<file path="config.mk">
export PLATFORM = sky130hd
export DESIGN_NAME = counting_sorter
export DESIGN_NICKNAME = d
export VERILOG_FILES = /design/src/rtl/sorting_pkg.sv /design/src/rtl/sort_histogram.sv /design/src/rtl/counting_sorter.sv
export SDC_FILE = /design/constraint.sdc
export NUM_CORES = 1
export LEC_CHECK = 0
export CAP_MARGIN = 15
export CORE_MARGIN = 2
export CORE_UTILIZATION = 47
export CTS_CLUSTER_DIAMETER = 50
export DETAILED_ROUTE_END_ITERATION = 8
export PLACE_DENSITY = 0.67
export REMOVE_ABC_BUFFERS = 1
export SLEW_MARGIN = 20
export SYNTH_ARGS = -nofsm -noshare
export SYNTH_HDL_FRONTEND = slang
export SYNTH_SLANG_ARGS = --single-unit
export TNS_END_PERCENT = 20
</file>
<file path="constraint.sdc">
create_clock -name clk_i -period 6.3 [get_ports clk_i]
set_clock_uncertainty 0.2 [all_clocks]
set_input_delay 1.89 -clock clk_i [delete_from_list [all_inputs] [get_ports clk_i]]
set_output_delay 1.89 -clock clk_i [all_outputs]
set_load 0.01 [all_outputs]
</file>
<file path="src/rtl/sorting_pkg.sv">
// Shared types and helpers for the counting-sort engine: FSM states,
// direction encoding and lane addressing within a packed element bus.
package sorting_pkg;

  typedef enum logic [1:0] {
    IDLE,
    COUNT,
    EMIT,
    DONE
  } state_t;

  localparam logic ASC  = 1'b0;
  localparam logic DESC = 1'b1;

  // LSB position of a lane inside a packed bus of width-bit lanes.
  function automatic int unsigned lane_lsb(input int unsigned lane, input int unsigned width);
    return lane * width;
  endfunction

endpackage

</file>
<file path="src/rtl/sort_histogram.sv">
// Bucket counters for the counting sorter: one CNT_W counter per possible
// element value, with clear, increment and decrement ports and a combinational read.
module sort_histogram
  import sorting_pkg::*;
#(
  parameter int ELEM_W = 4,
  parameter int CNT_W  = 4
) (
  input  logic              clk_i,
  input  logic              rst_i,
  input  logic              clr,
  input  logic              inc,
  input  logic [ELEM_W-1:0] inc_idx,
  input  logic              dec,
  input  logic [ELEM_W-1:0] dec_idx,
  input  logic [ELEM_W-1:0] rd_idx,
  output logic [CNT_W-1:0]  rd_cnt
);

  localparam int BUCKETS = 1 << ELEM_W;

  logic [CNT_W-1:0] count [BUCKETS];

  // NOTE: the counters are a handful of flops, not a RAM, so they take the
  // async reset like any other state; a real memory macro could not.
  always_ff @(posedge clk_i or posedge rst_i) begin
    if (rst_i) begin
      for (int b = 0; b < BUCKETS; b++) count[b] <= '0;
    end else if (clr) begin
      for (int b = 0; b < BUCKETS; b++) count[b] <= '0;
    end else begin
      if (inc) count[inc_idx] <= count[inc_idx] + 1'b1;
      if (dec) count[dec_idx] <= count[dec_idx] - 1'b1;
    end
  end

  assign rd_cnt = count[rd_idx];

endmodule

</file>
<file path="src/rtl/counting_sorter.sv">
// Counting-sort engine: captures NUM_ELEMS packed values on start, builds a
// histogram one lane per cycle, then scans buckets in the selected order.
module counting_sorter
  import sorting_pkg::*;
#(
  parameter int NUM_ELEMS = 8,
  parameter int ELEM_W    = 4,
  parameter int CNT_W     = $clog2(NUM_ELEMS + 1)
) (
  input  logic                        clk_i,
  input  logic                        rst_i,
  input  logic                        start_i,
  input  logic                        desc_i,
  input  logic [NUM_ELEMS*ELEM_W-1:0] nums_i,
  output logic                        busy_o,
  output logic                        valid_o,
  output logic [NUM_ELEMS*ELEM_W-1:0] sorted_nums_o
);

  localparam int                IDX_W      = $clog2(NUM_ELEMS);
  localparam logic [IDX_W-1:0]  LAST       = IDX_W'(NUM_ELEMS - 1);
  localparam logic [ELEM_W-1:0] TOP_BUCKET = '1;

  state_t                      state, state_nxt;
  logic [NUM_ELEMS*ELEM_W-1:0] data_q;
  logic                        desc_q;
  logic [IDX_W-1:0]            lane, slot;
  logic [ELEM_W-1:0]           bucket, bucket_step, lane_val;
  logic [CNT_W-1:0]            cnt;
  logic                        hist_clr, hist_inc, hist_dec;

  assign lane_val    = data_q[lane_lsb(32'(lane), ELEM_W) +: ELEM_W];
  assign bucket_step = (desc_q == DESC) ? bucket - 1'b1 : bucket + 1'b1;

  sort_histogram #(
    .ELEM_W (ELEM_W),
    .CNT_W  (CNT_W)
  ) u_hist (
    .clk_i   (clk_i),
    .rst_i   (rst_i),
    .clr     (hist_clr),
    .inc     (hist_inc),
    .inc_idx (lane_val),
    .dec     (hist_dec),
    .dec_idx (bucket),
    .rd_idx  (bucket),
    .rd_cnt  (cnt)
  );

  always_ff @(posedge clk_i or posedge rst_i) begin
    if (rst_i) state <= IDLE;
    else       state <= state_nxt;
  end

  // NOTE: every output of this block gets a default first, so no path leaves
  // a signal unassigned and no latch is inferred.
  always_comb begin
    state_nxt = state;
    hist_clr  = 1'b0;
    hist_inc  = 1'b0;
    hist_dec  = 1'b0;
    case (state)
      IDLE, DONE: if (start_i) begin
        state_nxt = COUNT;
        hist_clr  = 1'b1;
      end
      COUNT: begin
        hist_inc = 1'b1;
        if (lane == LAST) state_nxt = EMIT;
      end
      EMIT: if (cnt != '0) begin
        hist_dec = 1'b1;
        if (slot == LAST) state_nxt = DONE;
      end
      default: state_nxt = IDLE;
    endcase
  end

  always_ff @(posedge clk_i or posedge rst_i) begin
    if (rst_i) begin
      data_q        <= '0;
      desc_q        <= ASC;
      lane          <= '0;
      slot          <= '0;
      bucket        <= '0;
      sorted_nums_o <= '0;
    end else begin
      case (state)
        IDLE, DONE: if (start_i) begin
          data_q        <= nums_i;
          desc_q        <= desc_i;
          lane          <= '0;
          slot          <= '0;
          sorted_nums_o <= '0;
        end
        COUNT: begin
          lane <= lane + 1'b1;
          if (lane == LAST) bucket <= (desc_q == DESC) ? TOP_BUCKET : '0;
        end
        EMIT: begin
          if (cnt == '0) begin
            bucket <= bucket_step;
          end else begin
            sorted_nums_o[lane_lsb(32'(slot), ELEM_W) +: ELEM_W] <= bucket;
            // Freeze slot and bucket on the final write so the index never wraps.
            if (slot != LAST) begin
              slot <= slot + 1'b1;
              if (cnt == CNT_W'(1)) bucket <= bucket_step;
            end
          end
        end
        default: ;
      endcase
    end
  end

  assign busy_o  = (state == COUNT) || (state == EMIT);
  assign valid_o = (state == DONE);

endmodule

</file>
* Yosys cells after proc, flatten, opt, wreduce, memory -nomap -nowiden
Index checks and enable logic that the tools add are counted.
Cells by class: add/sub/neg operators 7, order comparisons 4, equality and inequality tests 15, shift operators 3, muxes and demuxes 42, bitwise logic cells 2, reductions and logical operators 16
Operators with widths (count):
- $mux W64 | 4
- $bwmux W64 | 2
- $mux W32 | 2
- $pmux W32 S2 | 1
- $mux W4 | 12
- $neg A5 Y34 | 1
- $shift A4 B34 Y32 const A | 1
- $shiftx A4 B34 Y32 | 1
- $bmux W4 S4 | 2
- $bwmux W32 | 1
- $demux W4 S4 | 2
- $shiftx A32 B6 Y4 | 1
- $ne A2 B2 Y1 const B | 6
- $pmux W3 S2 | 2
- $reduce_and A4 Y1 | 3
- $ge A5 B5 Y1 const B | 2
- $lt A5 B1 Y1 const B | 2
- $not A4 Y5 | 2
- $mux W3 | 3
- $ne A3 B3 Y1 const B | 3
- $add A4 B1 Y4 const B | 2
- $mux W2 | 4
- $pmux W4 S2 | 1
- $sub A4 B1 Y4 const B | 2
- other kinds (16) | 27
Word-level totals: flip-flop bits (word level) 141

* Logic depth before layout (Yosys ltp)
word-level depth 12, depth in mapped cells 14, mapped depth without buffers 10

* Hierarchy
From an unflattened synthesis, not the netlist that was laid out.
Unflattened totals: cell total of the unflattened synthesis 776, area total of the unflattened synthesis 8779.7 um^2
By module, submodules not included:
- sort_histogram | instances 1, cells each 475, area an instance 4972.3 um^2, seq. area each 1601.5 um^2
- counting_sorter | instances 1, cells each 301, area an instance 3807.4 um^2, seq. area each 1926.8 um^2

* Worst setup path after synthesis
Ideal clock, no wire load.
path type flip-flop to flip-flop, from reg lane[0], to reg u_hist.count[37] (netlist bit), library setup time 0.072 ns, arrival time 3.464 ns, required time 6.028 ns, slack 2.563 ns, stages on the path, launching flop included 15, path buffers 4, clock period less this slack 3.737 ns, cell sequence dfrtp_1 -> buf_6 -> mux4_2 -> mux2i_4 -> buf_6 -> mux2i_1 -> mux2i_1 -> a32oi_1 -> nand2_2 -> clkbuf_1 -> ha_1 -> clkbuf_1 -> mux2i_1 -> mux2_2 -> nor2_1
Between the ends: longest elaborated chain between the ends 12, elaborated cells on any way between the ends 17, classes of those cells add/sub (1); order compare (2); shift (1); mux (11); bitwise (1); reduce/logical (1)
Ends and longest elaborated chain:
- from (decl) | line counting_sorter.sv:27 | logic [IDX_W-1:0] lane, slot;
- from (signal assigned) | line counting_sorter.sv:97 | lane <= lane + 1'b1;
- $shiftx A32 B6 Y4 (*) | line counting_sorter.sv:32 | assign lane_val = data_q[lane_lsb(32'(lane), ELEM_W) +: ELEM_W];
- $not A4 Y5 (implied by the code) (*) | line sort_histogram.sv:32 | if (inc) count[inc_idx] <= count[inc_idx] + 1'b1;
- $bmux W4 S4 (tied with other cells) | line sort_histogram.sv:32
- $mux W4 (implied by the code) / $logic_and A1 B1 Y1 (equally long branches) | line sort_histogram.sv:32
- $mux W4 (implied by the code) | line sort_histogram.sv:32
- $add A4 B1 Y4 / $demux W4 S4 (equally long branches) | line sort_histogram.sv:32
- $bwmux W64 (*) | line sort_histogram.sv:32
- $mux W64 (*) | line sort_histogram.sv:32
- $mux W64 (*) | line sort_histogram.sv:29 | end else if (clr) begin
- $bwmux W64 | line sort_histogram.sv:33 | if (dec) count[dec_idx] <= count[dec_idx] - 1'b1;
- $mux W64 (*) | line sort_histogram.sv:33
- $mux W64 (*) | line sort_histogram.sv:29
- to (signal, indexed assignment) | line sort_histogram.sv:32
- to (signal, indexed assignment) | line sort_histogram.sv:33
- to (decl) | line sort_histogram.sv:22 | logic [CNT_W-1:0] count [BUCKETS];
Every way passes the cells marked *; elsewhere a longest branch is shown, timed or not. The select of a mux whose other input is x is not followed. A chain may end at the register's enable or synchronous reset.

* Final worst setup path
from reg lane[0], to reg u_hist.count[50] (netlist bit)
The elaborated chain is that of the path after synthesis.

==> flow_summary.toml <==
[floorplanning]
start_util_pct = 48.2
coreArea_sq_mm = 0.0173
io_pins = 70
dieArea_sq_mm = 0.0188
rows = 48
dieHeight_microns = 137
fp.dieW_microns = 137

[timing]
final_hold_viol_count = 0
slew_viol_final = 0
setup_viol = 0
maxSlewHeadroom_pct = 35.3
period_share_pct = 77.3
tns_ns = 0
max_clock_freq_mhz = 205
worst_pin_slew_ns = 0.969
rsz0062_at_grt = "no"
period_minus_slack_ns = 4.87

[power_and_ir_drop]
peakVddDrop_mv = 0.291
cellPowerDensity_mw_per_mm2 = 563
leakage_nw = 4.34
power_mw = 5.55

[worst_setup_path]
r2r_slack_ns = 1.43
r2r-end = "u_hist.count[50]$_DFF_PP0_"
critPathRequiredTime_ns = 6.43
crit_path_start = "lane[0]$_DFFE_PP0P_"
cp-endpoint = "u_hist.count[50]$_DFF_PP0_"
cp-end-kind = "flip-flop"
path_class = "reg2reg"
r2r_start = "lane[0]$_DFFE_PP0P_"
critical_path.max_fanout = 19
start_kind = "flip-flop"
arrival_ns = 5.00
rr_worst_depth = 10

[routing]
drtIter0Drc = 658
drc = 0
routed-via-count = 6878
wirelength_mm = 22.6
viasPerCell = 6.11
dr.pass1.iters = 5
routedWlPerCell_microns = 20.1
drt.antenna.violating_nets = 0

[place]
placed_area_sq_mm = 0.00919
io_buffers = 69
globalplace.congestion = 0.922
hpwl_mm = 15.1

[cells_and_area]
final_common_cell = "nand2_1"
design_area_sq_mm = 0.00985
n_antenna_cell = 0
area_delta_synth_final_pct = 18.1
drive_gt1_share_pct = 12.7
final_cell_mix = "nand2_1, dfrtp_1, mux2i_1"
fin_nets = 941
fillCellCount = 1539

[hold_path]
hold_class = "reg2reg"

[clocking]
post_cts_buffers = 0
insertion_delay_ns = 0.43
cts_sinks = 141
root_buffer = "clkbuf_16"
cts_resized = 0
clockBufferDepth = 2
cts_buffers = 17
ctsHoldBuffers = 0
cts_max_level = 4
cts_tree = "yes"
path_clk_slew_ns = 0.06

[grt]
antenna_found_initial = 0
grt_use_total_pct = 25.8
grt_start_max_net_pins = 82
grt_remaining_overflow = 0
grt_pass1_wl_mm = 36.9
grt_pass1_vias = 6822

[synthesis]
syn_area_sq_mm = 0.00834
yosys_warnings = 0
synth_edf_count = 0
syn_inst = 836
synth.distinct_cells = 57
yosys_register_bits = 141
ys.flop_type = "dfrtp_1"
yosysSeqAreaShare_pct = 42.3
postSynth.asyncResetShare_pct = 100
avgSynthCellArea_sq_um = 9.98

[outcome]
run_status = "completed"

[run]
max-cap-violations = 0
-- sequential cells by signal, summed over array words and instances (netlist names) --
signal	flops
data_q	32
bucket	4
slot	3
lane	3
u_hist.count	64
sorted_nums_o	32
state	2
desc_q	1
-- through the flow --
step	utilization (%)	std cells	worst slack, ns	hold WS [ns]
after global placement	53.2	1094	1.60	0.256
after global routing	57.0	1126	1.19	0.292
final	57.0	1126	1.43	0.275
after floorplan	-	783	0.429	0.240
after detailed placement	53.2	1094	1.56	0.262
after CTS	56.9	1126	1.50	0.279
-- synthesized netlist by cell type, types with 4 or more instances --
cell      number  area (sq um)
a32o_1        12           120
a31o_2         5          43.8
a211oi_1       7          52.6
nor2b_1        8          50.1
nand3_1       21           105
buf_2          4          20.0
a32oi_1        6          52.6
dfrtp_1      141          3530
a22o_1        36           315
buf_4          6          45.0
and3_1         4          25.0
nand2_1      183           687
buf_1          5          18.8
clkbuf_1      32           120
mux2i_1       71           711
buf_6          6          67.6
o22ai_1       27           169
mux2_2        14           158
ha_1          16           200
nor2_1        69           259
a31o_1        10          87.6
inv_1         14          52.6
nand2b_1       4          25.0
o22ai_2        5          62.6
a21oi_1       22           110
o21ai_0       13          65.1
o211ai_1      16           120
a21o_1         5          37.5
nor3_1         9          45.0
mux4_2        29           653
-- cell type report --
cell class	count	area, sq um	area share [%]
clock buffer	20	447	4.53
tap	225	282	2.86
clock inverter	12	209	2.12
multi-input combinational	626	4500	45.7
sequential	141	3530	35.8
inverter	16	67.6	0.686
timing repair buffer	86	818	8.31
-- worst min path at each step --
stage | startpoint | depth (start not counted) | slack (ns) | endpoint
6_report | data_q[24]$_DFFE_PP0P_ | 2 | 0.27 | data_q[24]$_DFFE_PP0P_
3_3_place_gp | data_q[29]$_DFFE_PP0P_ | 2 | 0.26 | data_q[29]$_DFFE_PP0P_
3_5_place_dp | data_q[13]$_DFFE_PP0P_ | 2 | 0.26 | data_q[13]$_DFFE_PP0P_
5_1_grt | data_q[27]$_DFFE_PP0P_ | 2 | 0.29 | data_q[27]$_DFFE_PP0P_
4_1_cts | data_q[13]$_DFFE_PP0P_ | 2 | 0.28 | data_q[13]$_DFFE_PP0P_
2_1_floorplan | data_q[10]$_DFFE_PP0P_ | 2 | 0.24 | data_q[10]$_DFFE_PP0P_
-- worst max-delay path: stages, from the launching register on --
cell and delay [ns]:
dfrtp_1 0.71, mux4_2 0.61, mux2i_4 0.67, mux2i_1 0.28, nand2_1 0.07, a32oi_1 0.29, nand2_2 0.34, ha_1 0.35
xor2_2 0.79, mux2i_1 0.21, o22ai_1 0.22
-- cells by family after synthesis --
logic type	share of synthesized area [%]
AO/OA/AOI/OAI	16.4
XOR/XNOR	0.405
adder cells (fa/ha/maj)	2.64
buffers and inverters	4.01
flip-flops	42.3
multiplexers	18.5
AND/OR/NAND/NOR	15.8
-- power by group --
group | leakage, nW | total (mW) | internal, mW | switching [mW]
combinational | 2.13 | 2.95 | 1.06 | 1.89
sequential | 1.89 | 1.47 | 1.17 | 0.296
clock | 0.312 | 1.13 | 0.718 | 0.412
-- per-layer routing --
metal  global-route usage, %  vias to the layer above  routed length (microns)
li1                        -                     3176                        -
met1                    34.4                     3368                     9710
met2                    42.0                      287                    10800
met3                    4.67                       47                     1490
met4                    9.56                        0                      563
met5                       0                        -                        0
(Power assumes the default switching activity.)
